<file path="src/rtl/mic_sched_pkg.sv">
// Shared types, sync constants and byte-slice helper for the mic frame scheduler.
// MIC_SCHED_CHECKSUM_EN adds the CHK state to the state type.
package mic_sched_pkg;

   typedef enum logic [2:0] {
      S_IDLE = 3'd0,
      S_HDR0 = 3'd1,
      S_HDR1 = 3'd2,
      S_C1H  = 3'd3,
      S_C1L  = 3'd4,
      S_C2H  = 3'd5,
      S_C2L  = 3'd6
`ifdef MIC_SCHED_CHECKSUM_EN
      , S_CHK = 3'd7
`endif
   } sched_state_t;

   localparam logic [7:0] SYNC_BYTE0 = 8'hA5;
   localparam logic [7:0] SYNC_BYTE1 = 8'h5A;

   // Byte whose MSB sits at bit position msb of a zero-extended sample.
   function automatic logic [7:0] slice_byte(input logic [63:0] s, input int unsigned msb);
      return 8'(s >> (msb - 7));
   endfunction

endpackage

</file>
<file path="src/rtl/pair_fifo.sv">
// Synchronous sample-pair FIFO; pointers carry one extra wrap bit so full and
// empty are distinguished without a separate counter.
module pair_fifo #(
   parameter int W     = 64,
   parameter int DEPTH = 4
) (
   input  logic                         clk,
   input  logic                         rst_n,
   input  logic                         push,
   input  logic                         pop,
   input  logic [W-1:0]                 wdata,
   output logic [W-1:0]                 rdata,
   output logic                         full,
   output logic                         empty,
   output logic [$clog2(DEPTH+1)-1:0]   level
);

   localparam int AW = $clog2(DEPTH);

   logic [W-1:0] mem [DEPTH];
   logic [AW:0]  wr_ptr, rd_ptr;
   logic         do_push, do_pop;

   assign empty   = (wr_ptr == rd_ptr);
   assign full    = (wr_ptr[AW] != rd_ptr[AW]) && (wr_ptr[AW-1:0] == rd_ptr[AW-1:0]);
   assign level   = wr_ptr - rd_ptr;
   assign rdata   = mem[rd_ptr[AW-1:0]];
   // A pop in the same cycle frees the slot the push lands in.
   assign do_push = push && (!full || pop);
   assign do_pop  = pop && !empty;

   always_ff @(posedge clk or negedge rst_n) begin
      if (!rst_n) begin
         wr_ptr <= '0;
         rd_ptr <= '0;
      end else begin
         if (do_push) wr_ptr <= wr_ptr + 1'b1;
         if (do_pop)  rd_ptr <= rd_ptr + 1'b1;
      end
   end

   always_ff @(posedge clk) begin
      if (do_push) mem[wr_ptr[AW-1:0]] <= wdata;
   end

endmodule

</file>
<file path="src/rtl/mic_frame_scheduler.sv">
// Captures CIC sample pairs on load_n falling edges and streams them as framed
// bytes over valid/ready. MIC_SCHED_CHECKSUM_EN appends an XOR byte per pair.
module mic_frame_scheduler
   import mic_sched_pkg::*;
#(
   parameter int SAMPLE_W   = 32,
   parameter int BYTE_MSB   = 23,
   parameter int FIFO_DEPTH = 4,
   parameter int FRAME_LEN  = 512
) (
   input  logic                              clk,
   input  logic                              rst_n,
   input  logic                              load_n,
   input  logic [SAMPLE_W-1:0]               d_in_1,
   input  logic [SAMPLE_W-1:0]               d_in_2,
   output logic [7:0]                        byte_data,
   output logic                              byte_valid,
   input  logic                              byte_ready,
   output logic                              overflow,
   output logic [$clog2(FIFO_DEPTH+1)-1:0]   fifo_level
);

   localparam int FW = (FRAME_LEN > 1) ? $clog2(FRAME_LEN) : 1;

   sched_state_t              state, adv_state;
   logic                      load_n_q, capture, pop, full, empty;
   logic [2*SAMPLE_W-1:0]     head, shadow;
   logic [SAMPLE_W-1:0]       d1, d2;
   logic [FW-1:0]             frame_cnt;
   logic [7:0]                d1_hi, d1_lo, d2_hi, d2_lo;

   assign capture = !load_n && load_n_q;
   assign pop     = (state == S_IDLE) && !empty;

   pair_fifo #(.W(2*SAMPLE_W), .DEPTH(FIFO_DEPTH)) u_fifo (
      .clk   (clk),
      .rst_n (rst_n),
      .push  (capture),
      .pop   (pop),
      .wdata ({d_in_1, d_in_2}),
      .rdata (head),
      .full  (full),
      .empty (empty),
      .level (fifo_level)
   );

   assign d1    = shadow[2*SAMPLE_W-1:SAMPLE_W];
   assign d2    = shadow[SAMPLE_W-1:0];
   assign d1_hi = slice_byte(64'(d1), BYTE_MSB);
   assign d1_lo = slice_byte(64'(d1), BYTE_MSB - 8);
   assign d2_hi = slice_byte(64'(d2), BYTE_MSB);
   assign d2_lo = slice_byte(64'(d2), BYTE_MSB - 8);

   assign byte_valid = (state != S_IDLE);

   always_comb begin
      byte_data = 8'h00;
      case (state)
         S_HDR0:  byte_data = SYNC_BYTE0;
         S_HDR1:  byte_data = SYNC_BYTE1;
         S_C1H:   byte_data = d1_hi;
         S_C1L:   byte_data = d1_lo;
         S_C2H:   byte_data = d2_hi;
         S_C2L:   byte_data = d2_lo;
`ifdef MIC_SCHED_CHECKSUM_EN
         S_CHK:   byte_data = d1_hi ^ d1_lo ^ d2_hi ^ d2_lo;
`endif
         default: byte_data = 8'h00;
      endcase
   end

   always_comb begin
      adv_state = S_IDLE;
      case (state)
         S_HDR0:  adv_state = S_HDR1;
         S_HDR1:  adv_state = S_C1H;
         S_C1H:   adv_state = S_C1L;
         S_C1L:   adv_state = S_C2H;
         S_C2H:   adv_state = S_C2L;
`ifdef MIC_SCHED_CHECKSUM_EN
         S_C2L:   adv_state = S_CHK;
`endif
         default: adv_state = S_IDLE;
      endcase
   end

   always_ff @(posedge clk or negedge rst_n) begin
      if (!rst_n) begin
         load_n_q <= 1'b1;
         overflow <= 1'b0;
      end else begin
         load_n_q <= load_n;
         if (capture && full && !pop) overflow <= 1'b1;
      end
   end

   always_ff @(posedge clk or negedge rst_n) begin
      if (!rst_n) begin
         state     <= S_IDLE;
         shadow    <= '0;
         frame_cnt <= '0;
      end else if (state == S_IDLE) begin
         if (!empty) begin
            shadow <= head;
            state  <= (frame_cnt == '0) ? S_HDR0 : S_C1H;
         end
      end else if (byte_ready) begin
         state <= adv_state;
         // Returning to IDLE means the pair's last byte was just accepted.
         if (adv_state == S_IDLE)
            frame_cnt <= (frame_cnt == FW'(FRAME_LEN - 1)) ? '0 : frame_cnt + 1'b1;
      end
   end

endmodule
</file>
<file path="config.mk">
export PLATFORM = sky130hd
export DESIGN_NAME = mic_frame_scheduler
export DESIGN_NICKNAME = d
export VERILOG_FILES = /design/src/rtl/mic_sched_pkg.sv /design/src/rtl/pair_fifo.sv /design/src/rtl/mic_frame_scheduler.sv
export SDC_FILE = /design/constraint.sdc
export NUM_CORES = 1
export LEC_CHECK = 0
export CORE_MARGIN = 2
export CORE_UTILIZATION = 58
export CTS_BUF_LIST = sky130_fd_sc_hd__clkbuf_4 sky130_fd_sc_hd__clkbuf_8
export DETAILED_ROUTE_END_ITERATION = 12
export PLACE_DENSITY = 0.82
export SLEW_MARGIN = 20
export SYNTH_ARGS = -nofsm -noshare
export SYNTH_HDL_FRONTEND = slang
export SYNTH_SLANG_ARGS = --single-unit
export TNS_END_PERCENT = 5
</file>
<file path="constraint.sdc">
create_clock -name clk -period 3.8 [get_ports clk]
set_clock_uncertainty 0.15 [all_clocks]
set_input_delay 0.38 -clock clk [delete_from_list [all_inputs] [get_ports clk]]
set_output_delay 0.38 -clock clk [all_outputs]
set_load 0.02 [all_outputs]
</file>
==> flow_summary.html, run 1 <==
<table>
<tr><th>Metric</th><th>Value</th></tr>
<tr><th colspan="2">STA</th></tr>
<tr><td>Unrepaired setup endpoints after global routing</td><td>false</td></tr>
<tr><td>Transition time at the pin with the least slew margin</td><td>around 820 ps</td></tr>
<tr><td>Worst slew margin relative to its limit</td><td>0.450</td></tr>
<tr><td>Post-layout worst setup margin</td><td>about 560 ps</td></tr>
<tr><td>Total count of hold-check failures in the final report</td><td>0</td></tr>
<tr><td>Minimum clock period after layout</td><td>3240 ps</td></tr>
<tr><td>Final setup violation count</td><td>0</td></tr>
<tr><td>Fin Setup TNS</td><td>0 ps</td></tr>
<tr><td>Worst Hold Margin</td><td>210 ps</td></tr>
<tr><td>Part of the cycle the worst path needs</td><td>0.852</td></tr>
<tr><td>Slew Limit Fails</td><td>0</td></tr>
<tr><td>FMAX</td><td>roughly 310 MHz</td></tr>
<tr><th colspan="2">Synthesis</th></tr>
<tr><td>Sequential area share after synthesis</td><td>0.684</td></tr>
<tr><td>Syn Inst Count</td><td>approximately 400</td></tr>
<tr><td>Register bit total from synthesis</td><td>180</td></tr>
<tr><td>YS warnings</td><td>0</td></tr>
<tr><td>Syn Std Cell Area</td><td>7520 um^2</td></tr>
<tr><td>Number of different library cells in the post-synthesis netlist</td><td>56</td></tr>
<tr><td>Synth Net Count</td><td>between 400 and 500</td></tr>
<tr><td>Number of enable flip-flop cells after synthesis</td><td>~130</td></tr>
<tr><td>Most used flip-flop cell after synthesis</td><td>sky130_fd_sc_hd__edfxtp_1</td></tr>
<tr><td>Post-synthesis average cell area</td><td>18.7 um^2</td></tr>
<tr><td>Async set-or-reset flop fraction in the synthesized netlist</td><td>0.289</td></tr>
<tr><th colspan="2">Hold path</th></tr>
<tr><td>Worst min-delay path category</td><td>in2reg</td></tr>
<tr><th colspan="2">Floorplan</th></tr>
<tr><td>Initial cell density of the core</td><td>0.596</td></tr>
<tr><td>Area of the core</td><td>about 13000 um^2</td></tr>
<tr><td>Height of the die</td><td>118 um</td></tr>
<tr><td>Horizontal die dimension</td><td>between 100 and 150 um</td></tr>
<tr><td>Site row count</td><td>a little over 40</td></tr>
<tr><td>Overall die area</td><td>approximately 14000 um^2</td></tr>
<tr><td>Number of top-level pins</td><td>81</td></tr>
<tr><th colspan="2">Worst setup path</th></tr>
<tr><td>Nature of the critical path startpoint</td><td>register</td></tr>
<tr><td>Worst Path Arrival</td><td>2710 ps</td></tr>
<tr><td>Critical Path Sink Type</td><td>output port</td></tr>
<tr><td>Maximum net fanout on the critical path</td><td>16</td></tr>
<tr><td>Type of the worst setup path</td><td>reg2out</td></tr>
<tr><td>Critical path required time</td><td>3270 ps</td></tr>
<tr><th colspan="2">Clock network</th></tr>
<tr><td>Post-CTS Resized</td><td>0</td></tr>
<tr><td>Number of buffers on the longest clock path</td><td>2</td></tr>
<tr><td>CTS tree</td><td>yes</td></tr>
<tr><td>Clock latency of the later-clocked register in the worst-skew pair</td><td>between 400 and 500 ps</td></tr>
<tr><td>Number of buffers inserted during clock tree synthesis</td><td>17</td></tr>
<tr><td>Total number of clock tree sinks</td><td>180</td></tr>
<tr><td>Clock transition at the registers of the reported paths</td><td>around 90 ps</td></tr>
<tr><td>Number of levels the H-tree was split into</td><td>4</td></tr>
<tr><td>Clk root buf</td><td>sky130_fd_sc_hd__clkbuf_8</td></tr>
<tr><th colspan="2">Final layout</th></tr>
<tr><td>Fraction of final layout cells sized beyond drive strength 1</td><td>0.189</td></tr>
<tr><td>Area Growth Syn to Fin</td><td>13.9%</td></tr>
<tr><td>Post-layout nets</td><td>roughly 540</td></tr>
<tr><td>Final core occ</td><td>0.679</td></tr>
<tr><td>Area of the multi-input gates</td><td>around 2200 um^2</td></tr>
<tr><td>Diode count</td><td>0</td></tr>
<tr><td>Register area</td><td>roughly 5100 um^2</td></tr>
<tr><td>Number of filler cells placed in the layout</td><td>roughly 840</td></tr>
<tr><th colspan="2">Status</th></tr>
<tr><td>Outcome</td><td>finished, final reports clean</td></tr>
<tr><th colspan="2">Power</th></tr>
<tr><td>Pleak</td><td>3.20 nW</td></tr>
<tr><td>Max rail drop VDD</td><td>between 0.3 and 0.4 mV</td></tr>
<tr><td>Areal power density over the cells</td><td>774 nW/um^2</td></tr>
<tr><th colspan="2">Placement</th></tr>
<tr><td>Number of input and output port buffers inserted</td><td>48</td></tr>
<tr><td>RePlAce Congestion</td><td>just under 0.8</td></tr>
<tr><td>Detailed placer's ending HPWL</td><td>~7900 um</td></tr>
<tr><td>Worst setup timing slack at the placement stage</td><td>between 1000 and 1500 ps</td></tr>
<tr><th colspan="2">Detailed routing</th></tr>
<tr><td>DRC viols</td><td>0</td></tr>
<tr><td>Aggregate routed wire length</td><td>12800 um</td></tr>
<tr><td>Vias after detailed routing</td><td>3710</td></tr>
<tr><td>Drt wl/cell</td><td>around 20 um</td></tr>
<tr><td>Vias/cell</td><td>between 5 and 6</td></tr>
<tr><td>Pre-antenna DRT Iters</td><td>5</td></tr>
<tr><td>Antenna-violating nets left</td><td>0</td></tr>
<tr><td>Number of DRC markers after the initial detailed-route iteration</td><td>~200</td></tr>
<tr><th colspan="2">Flow run</th></tr>
<tr><td>Count of maximum capacitance violations</td><td>0</td></tr>
<tr><th colspan="2">GRT</th></tr>
<tr><td>Global-route usage over all layers</td><td>0.198</td></tr>
<tr><td>Global-route wire length before repair</td><td>about 21000 um</td></tr>
<tr><td>Initial antenna violation count</td><td>0</td></tr>
<tr><td>Vias in the first global route</td><td>slightly below 4000</td></tr>
<tr><td>Maximum number of pins on one net before global-route repair</td><td>36</td></tr>
<tr><td>GRT overflow</td><td>0</td></tr>
</table>
cell usage after synthesis (2+ instances only):
master                       n  area share
sky130_fd_sc_hd__mux2_4     27       0.054
sky130_fd_sc_hd__and2_1      5      0.0042
sky130_fd_sc_hd__nand2_1     9      0.0045
sky130_fd_sc_hd__xnor2_1     3      0.0035
sky130_fd_sc_hd__dfrtp_1    51        0.17
sky130_fd_sc_hd__o31ai_1     3      0.0030
sky130_fd_sc_hd__buf_12      2      0.0053
sky130_fd_sc_hd__edfxtp_1  128        0.51
sky130_fd_sc_hd__a21o_1      2      0.0020
sky130_fd_sc_hd__ha_1       11       0.018
sky130_fd_sc_hd__nor2_1      3      0.0015
sky130_fd_sc_hd__inv_2       2      0.0010
sky130_fd_sc_hd__buf_2       5      0.0033
sky130_fd_sc_hd__mux4_1     23       0.080
sky130_fd_sc_hd__xor2_1      2      0.0023
sky130_fd_sc_hd__a31oi_1     2      0.0017
sky130_fd_sc_hd__inv_1      12      0.0060
sky130_fd_sc_hd__nand2b_1    4      0.0033
sky130_fd_sc_hd__nor4_1      3      0.0025
sky130_fd_sc_hd__o22ai_1     9      0.0075
sky130_fd_sc_hd__mux2_2      7       0.010
sky130_fd_sc_hd__buf_6       2      0.0030
sky130_fd_sc_hd__nor2b_1     2      0.0017
sky130_fd_sc_hd__o21a_1      7      0.0070
sky130_fd_sc_hd__a21oi_1    14      0.0093
sky130_fd_sc_hd__nor3_1      4      0.0027
sky130_fd_sc_hd__clkbuf_1    9      0.0045
sky130_fd_sc_hd__mux4_2      9       0.027
sky130_fd_sc_hd__mux2i_1     8       0.011
sky130_fd_sc_hd__o21ai_0     9      0.0060
final timing paths:
path | from | endpoint | slack [ps] | depth (start not counted)
setup / recovery | state[2] | byte_data[5] | 560 | 5
hold / removal | load_n | load_n_q | 210 | 1
setup reg to reg | state[1] | frame_cnt[5] | 1080 | 6
hold reg to reg | overflow | overflow | 330 | 1
max in group asynchronous | rst_n | shadow[18] | 2330 | 3
min in group asynchronous | rst_n | overflow | 390 | 2
cell families (layout without fill, tap and decap cells):
logic type	after synthesis	after routing	synth area share
AO/OA/AOI/OAI	55	55	0.0462
XOR/XNOR	6	6	0.00798
adder cells (fa/ha/maj)	12	12	0.0210
buffers and inverters	35	103	0.0266
flip-flops	180	180	0.684
multiplexers	74	74	0.182
AND/OR/NAND/NOR	41	41	0.0319
cell usage in the layout (no fill, tap or decap), types with 2 or more instances in the layout:
cell type | synthesis | final
sky130_fd_sc_hd__o21a_1 | 7 | 7
sky130_fd_sc_hd__mux4_1 | 23 | 23
sky130_fd_sc_hd__clkinv_1 | 0 | 3
sky130_fd_sc_hd__mux4_2 | 9 | 9
sky130_fd_sc_hd__inv_2 | 2 | 2
sky130_fd_sc_hd__xnor2_1 | 3 | 3
sky130_fd_sc_hd__a21o_1 | 2 | 2
sky130_fd_sc_hd__inv_6 | 0 | 3
sky130_fd_sc_hd__nor4_1 | 3 | 3
sky130_fd_sc_hd__clkdlybuf4s50_1 | 0 | 47
sky130_fd_sc_hd__o31ai_1 | 3 | 3
sky130_fd_sc_hd__a21oi_1 | 14 | 14
sky130_fd_sc_hd__nor3_1 | 4 | 4
sky130_fd_sc_hd__and2_1 | 5 | 5
sky130_fd_sc_hd__buf_4 | 0 | 8
sky130_fd_sc_hd__clkbuf_4 | 1 | 2
sky130_fd_sc_hd__nor2_1 | 3 | 3
sky130_fd_sc_hd__dfrtp_1 | 51 | 50
sky130_fd_sc_hd__mux2_4 | 27 | 27
sky130_fd_sc_hd__edfxtp_1 | 128 | 128
sky130_fd_sc_hd__mux2i_1 | 8 | 8
sky130_fd_sc_hd__mux2_2 | 7 | 7
sky130_fd_sc_hd__bufinv_16 | 0 | 4
sky130_fd_sc_hd__nand2b_1 | 4 | 4
sky130_fd_sc_hd__inv_1 | 12 | 12
sky130_fd_sc_hd__xor2_1 | 2 | 2
sky130_fd_sc_hd__nor2b_1 | 2 | 2
sky130_fd_sc_hd__ha_1 | 11 | 11
sky130_fd_sc_hd__o22ai_1 | 9 | 9
sky130_fd_sc_hd__o21ai_0 | 9 | 9
sky130_fd_sc_hd__clkbuf_8 | 0 | 17
sky130_fd_sc_hd__a31oi_1 | 2 | 2
sky130_fd_sc_hd__nand2_1 | 9 | 9
where the power goes:
part / leakage (nW) / total [mW] / switching [mW] / internal, mW
Combinational: 1.22 / 2.40 / 1.15 / 1.25
Sequential: 1.77 / 2.86 / 0.306 / 2.56
Clock: 0.211 / 1.37 / 0.642 / 0.730
Total: 3.20 / 6.63 / 2.09 / 4.54
area by class of cell:
class,count,area share
timing repair buffer,57,0.0637
multi-input combinational,188,0.254
sequential,180,0.601
tap,172,0.0251
clock inverter,13,0.0209
inverter,14,0.00613
clock buffer,19,0.0291
worst max-delay path, cell delays in order (launching register included):
cell	delay [ps]
sky130_fd_sc_hd__dfrtp_1	690
sky130_fd_sc_hd__inv_1	400
sky130_fd_sc_hd__o21a_1	280
sky130_fd_sc_hd__a21oi_1	190
sky130_fd_sc_hd__o22ai_1	130
sky130_fd_sc_hd__clkdlybuf4s50_1	550
layer usage:
layer	up-vias	routed length, um	global-route usage
met2	72	6750	0.333
met4	0	124	0.0587
li1	1708	-	-
met3	8	516	0.0557
met5	-	0	0
met1	1922	5440	0.253
per-stage QoR:
| stage | std cells | area (um^2) | total power [mW] |
|---|---|---|---|
| final | 643 | 8570 | 6.63 |
| after global routing | 643 | 8570 | 6.99 |
| after CTS | 643 | 8570 | 6.70 |
| after detailed placement | 610 | 8130 | 5.33 |
| after global placement | 610 | 8130 | 5.24 |
| after floorplan | 403 | 7520 | 4.64 |
flip-flops by register name, summed over array words and instances (netlist names):
signal and count:
frame_cnt 9, load_n_q 1, overflow 1, shadow 32
state 3, u_fifo.mem 128, u_fifo.rd_ptr 3, u_fifo.wr_ptr 3
what timing repair did:
| item | in CTS | in global routing |
|---|---|---|
| endpoints found under the setup margin | 0 | 0 |
| endpoints found under the hold margin | 32 | 0 |
| hold buffers | 1 | 0 |
| buffers inserted | 0 | 0 |
No activity file was read; power rests on OpenSTA's default activity.
==> run 2, diff against run 1 <==
--- a/config.mk
+++ b/config.mk
@@ -10,7 +10,6 @@
 export CTS_BUF_LIST = sky130_fd_sc_hd__clkbuf_4 sky130_fd_sc_hd__clkbuf_8
 export DETAILED_ROUTE_END_ITERATION = 12
 export PLACE_DENSITY = 0.82
-export SLEW_MARGIN = 20
 export SYNTH_ARGS = -nofsm -noshare
 export SYNTH_HDL_FRONTEND = slang
 export SYNTH_SLANG_ARGS = --single-unit
==> results of run 2 <==
Final layout, timing and power as in run 1 (identical DEF).
==> run 3, diff against run 2 <==
--- a/config.mk
+++ b/config.mk
@@ -6,11 +6,12 @@
 export NUM_CORES = 1
 export LEC_CHECK = 0
 export CORE_MARGIN = 2
-export CORE_UTILIZATION = 58
+export CORE_UTILIZATION = 62
 export CTS_BUF_LIST = sky130_fd_sc_hd__clkbuf_4 sky130_fd_sc_hd__clkbuf_8
 export DETAILED_ROUTE_END_ITERATION = 12
-export PLACE_DENSITY = 0.82
+export PLACE_DENSITY = 0.83
 export SYNTH_ARGS = -nofsm -noshare
 export SYNTH_HDL_FRONTEND = slang
+export SYNTH_HIERARCHICAL = 1
 export SYNTH_SLANG_ARGS = --single-unit
 export TNS_END_PERCENT = 5
==> flow_summary.html, run 3 <==
<table>
<tr><th>Metric</th><th>Value</th></tr>
<tr><th colspan="2">Final layout</th></tr>
<tr><td>Leading cell types in the layout, fill and taps excluded</td><td>sky130_fd_sc_hd__edfxtp_1, sky130_fd_sc_hd__dfrtp_1, sky130_fd_sc_hd__clkdlybuf4s50_1, sky130_fd_sc_hd__mux2_2, sky130_fd_sc_hd__mux4_2</td></tr>
<tr><td>Fraction of final layout cells sized beyond drive strength 1</td><td>0.248 (+0.0595)</td></tr>
<tr><td>Number of filler cells placed in the layout</td><td>747 (-11%)</td></tr>
<tr><td>Post-layout nets</td><td>546 (+1.5%)</td></tr>
<tr><td>Final cell area excluding filler cells</td><td>8330 um^2 (-2.7%)</td></tr>
<tr><td>Fin cells</td><td>626 (-2.6%)</td></tr>
<tr><td>Number of flip-flops under the largest register name</td><td>128 (unchanged)</td></tr>
<tr><td>Final core occ</td><td>0.703 (+0.0239)</td></tr>
<tr><td>Leading cell type in the layout, fill and taps excluded</td><td>sky130_fd_sc_hd__edfxtp_1</td></tr>
<tr><td>Register area</td><td>5150 um^2 (unchanged)</td></tr>
<tr><td>Diode count</td><td>0 (unchanged)</td></tr>
<tr><td>Area Growth Syn to Fin</td><td>11.9%</td></tr>
<tr><td>Area of the multi-input gates</td><td>2050 um^2 (-5.7%)</td></tr>
<tr><th colspan="2">Worst setup path</th></tr>
<tr><td>Critical Path Slowest Stage Cell</td><td>sky130_fd_sc_hd__dfrtp_1</td></tr>
<tr><td>Minimum setup slack among reg-to-reg paths</td><td>840 ps (-240 ps)</td></tr>
<tr><td>Nature of the critical path startpoint</td><td>register</td></tr>
<tr><td>Worst Path Arrival</td><td>2790 ps (+80 ps)</td></tr>
<tr><td>Peak per-stage delay on the critical path</td><td>650 ps (-40 ps)</td></tr>
<tr><td>Critical path cell sequence</td><td>inv_1 &gt; nor3_1 &gt; a22oi_1 &gt; nand3_1 &gt; clkdlybuf4s50_1</td></tr>
<tr><td>Sum of buffers and inverters on the critical path</td><td>2 (unchanged)</td></tr>
<tr><td>Maximum net fanout on the critical path</td><td>13 (-3)</td></tr>
<tr><td>Critical Path Sink Type</td><td>output port</td></tr>
<tr><td>Critical path's top delay family</td><td>buffers and inverters</td></tr>
<tr><td>Type of the worst setup path</td><td>reg2out</td></tr>
<tr><td>Critical path required time</td><td>3270 ps (about the same)</td></tr>
<tr><th colspan="2">Floorplan</th></tr>
<tr><td>Initial cell density of the core</td><td>0.628 (+0.0316)</td></tr>
<tr><td>Number of top-level pins</td><td>81 (unchanged)</td></tr>
<tr><td>Area of the core</td><td>11900 um^2 (-6.0%)</td></tr>
<tr><td>Horizontal die dimension</td><td>114 um (-3.7%)</td></tr>
<tr><td>Site row count</td><td>40 (-2.4%)</td></tr>
<tr><td>Overall die area</td><td>12900 um^2 (-7.2%)</td></tr>
<tr><td>Height of the die</td><td>114 um (-3.7%)</td></tr>
<tr><th colspan="2">Clock network</th></tr>
<tr><td>Total number of clock tree sinks</td><td>180 (unchanged)</td></tr>
<tr><td>Clock transition at the registers of the reported paths</td><td>80 ps (about the same)</td></tr>
<tr><td>Clock latency of the later-clocked register in the worst-skew pair</td><td>460 ps (about the same)</td></tr>
<tr><td>Number of levels the H-tree was split into</td><td>4 (unchanged)</td></tr>
<tr><td>Post-CTS repair timing setup buffer count</td><td>0 (unchanged)</td></tr>
<tr><td>Clk root buf</td><td>sky130_fd_sc_hd__clkbuf_8</td></tr>
<tr><td>CTS tree</td><td>yes</td></tr>
<tr><td>Number of buffers inserted during clock tree synthesis</td><td>17 (unchanged)</td></tr>
<tr><td>Number of buffers on the longest clock path</td><td>2 (unchanged)</td></tr>
<tr><th colspan="2">STA</th></tr>
<tr><td>Slew Limit Fails</td><td>0 (unchanged)</td></tr>
<tr><td>Minimum clock period after layout</td><td>3320 ps (+81.6 ps)</td></tr>
<tr><td>Transition time at the pin with the least slew margin</td><td>927 ps (+102 ps)</td></tr>
<tr><td>Worst Hold Margin</td><td>218 ps (+8.41 ps)</td></tr>
<tr><td>Part of the cycle the worst path needs</td><td>0.873 (+0.0215)</td></tr>
<tr><td>FMAX</td><td>301 MHz (-2.5%)</td></tr>
<tr><td>Final setup violation count</td><td>0 (unchanged)</td></tr>
<tr><td>Worst slew margin relative to its limit</td><td>0.382 (-0.0682)</td></tr>
<tr><td>Unrepaired setup endpoints after global routing</td><td>false</td></tr>
<tr><td>Post-layout worst setup margin</td><td>482 ps (-81.6 ps)</td></tr>
<tr><td>Total count of hold-check failures in the final report</td><td>0 (unchanged)</td></tr>
<tr><td>Fin Setup TNS</td><td>0 ps (unchanged)</td></tr>
<tr><th colspan="2">Power</th></tr>
<tr><td>Portion of total power attributed to sequential cells</td><td>0.436 (+0.005)</td></tr>
<tr><td>Areal power density over the cells</td><td>771 nW/um^2 (-0.37%)</td></tr>
<tr><td>Overall power of the completed layout</td><td>6.43 mW (-3.1%)</td></tr>
<tr><td>Fraction of power consumed by combinational cells</td><td>0.372 (+0.010)</td></tr>
<tr><td>Max rail drop VDD</td><td>0.475 mV (+24%)</td></tr>
<tr><td>Switching Share</td><td>0.328 (+0.0119)</td></tr>
<tr><td>Pleak</td><td>2.93 nW (-8.5%)</td></tr>
<tr><td>Net Sw Power</td><td>2.11 mW (+0.59%)</td></tr>
<tr><td>Clk pwr share</td><td>0.191 (-0.016)</td></tr>
<tr><td>Int Power</td><td>4.32 mW (-4.7%)</td></tr>
<tr><th colspan="2">Synthesis</th></tr>
<tr><td>Synth Net Count</td><td>498 (+3.1%)</td></tr>
<tr><td>Post-synthesis average cell area</td><td>17.8 um^2 (-4.6%)</td></tr>
<tr><td>Syn Inst Count</td><td>418 (+3.7%)</td></tr>
<tr><td>YS warnings</td><td>6 (+6)</td></tr>
<tr><td>Syn Std Cell Area</td><td>7450 um^2 (-1.0%)</td></tr>
<tr><th colspan="2">GRT</th></tr>
<tr><td>Vias in the first global route</td><td>3843 (-1.3%)</td></tr>
<tr><td>Global-route wire length before repair</td><td>20300 um (-1.9%)</td></tr>
<tr><td>Met2 Usage GRT</td><td>0.359 (+0.0260)</td></tr>
<tr><td>Met1 Resource Use GR</td><td>0.278 (+0.0247)</td></tr>
<tr><td>Maximum number of pins on one net before global-route repair</td><td>37 (+2.8%)</td></tr>
<tr><td>Met3 routing resource usage after global routing</td><td>0.0526 (-0.00311)</td></tr>
<tr><td>Busiest grt layer</td><td>met2</td></tr>
<tr><td>Global-route usage over all layers</td><td>0.213 (+0.0155)</td></tr>
<tr><td>GRT overflow</td><td>0 (unchanged)</td></tr>
<tr><td>Initial antenna violation count</td><td>0 (unchanged)</td></tr>
<tr><th colspan="2">Status</th></tr>
<tr><td>Outcome</td><td>finished, final reports clean</td></tr>
<tr><th colspan="2">Placement</th></tr>
<tr><td>Number of input and output port buffers inserted</td><td>48 (unchanged)</td></tr>
<tr><td>RePlAce Congestion</td><td>0.862 (+11%)</td></tr>
<tr><td>DP Area</td><td>7940 um^2 (-2.3%)</td></tr>
<tr><td>Worst setup timing slack at the placement stage</td><td>802 ps (-292 ps)</td></tr>
<tr><td>Detailed placer's ending HPWL</td><td>8080 um (+2.1%)</td></tr>
<tr><td>Cell total after placement</td><td>593 (-2.8%)</td></tr>
<tr><th colspan="2">Detailed routing</th></tr>
<tr><td>Number of DRC markers after the initial detailed-route iteration</td><td>324 (+66%)</td></tr>
<tr><td>Vias after detailed routing</td><td>3723 (+0.35%)</td></tr>
<tr><td>Pre-antenna DRT Iters</td><td>4 (-1)</td></tr>
<tr><td>Drt wl/cell</td><td>20.1 um (+0.80%)</td></tr>
<tr><td>DRC viols</td><td>0 (unchanged)</td></tr>
<tr><td>Antenna-violating nets left</td><td>0 (unchanged)</td></tr>
<tr><td>Aggregate routed wire length</td><td>12600 um (-1.9%)</td></tr>
<tr><td>Vias/cell</td><td>5.95 (+3.1%)</td></tr>
<tr><th colspan="2">Hold path</th></tr>
<tr><td>Worst min-delay path category</td><td>in2reg</td></tr>
<tr><th colspan="2">Flow run</th></tr>
<tr><td>Count of maximum capacitance violations</td><td>0 (unchanged)</td></tr>
</table>
## run 3: layout make-up
type | count | area share
clock buffer | 23 | 0.0342
clock inverter | 9 | 0.0117
inverter | 12 | 0.00540
multi-input combinational | 201 | 0.246
sequential | 180 | 0.618
tap | 147 | 0.0221
timing repair buffer | 54 | 0.0628
## run 3: worst register-to-register path, cell delays in order (launching register included)
cell and delay, ps:
sky130_fd_sc_hd__dfrtp_1 410, sky130_fd_sc_hd__inv_1 150, sky130_fd_sc_hd__ha_1 290, sky130_fd_sc_hd__nand2_1 180, sky130_fd_sc_hd__nor2_1 150, sky130_fd_sc_hd__nor2_8 130
sky130_fd_sc_hd__nand3b_1 140, sky130_fd_sc_hd__o21a_2 190, sky130_fd_sc_hd__and2_2 780
## run 3: final timing paths
check / start / end / cells after the start
setup / recovery: state[0] / byte_data[2] / 5
hold / removal: load_n / load_n_q / 1
setup reg to reg: u_fifo/wr_ptr[0] / u_fifo/mem[2][14] / 8
hold reg to reg: overflow / overflow / 1
max in group asynchronous: rst_n / u_fifo/rd_ptr[0] / 3
min in group asynchronous: rst_n / overflow / 2
## run 3: layer usage
layer	vias to the layer above	part of all wire
met3	14	0.053
met5	-	0
met1	1900	0.41
met4	0	0.012
li1	1713	-
met2	96	0.52
## run 3: power by group through the flow
stage / logic (mW) / clock network, mW / registers, mW
floorplan: 1.93 / 0 / 2.73
global placement: 2.36 / 0 / 2.83
detailed placement: 2.41 / 0 / 2.85
CTS: 2.42 / 1.26 / 2.81
global route: 2.61 / 1.33 / 2.85
finish: 2.39 / 1.23 / 2.81
## run 3: repair_timing
item | CTS | global route
hold buffers | 1 | 0
resized for setup | 0 | 0
endpoints found under the hold margin | 26 | 0
setup endpoints to repair | 0 | 0
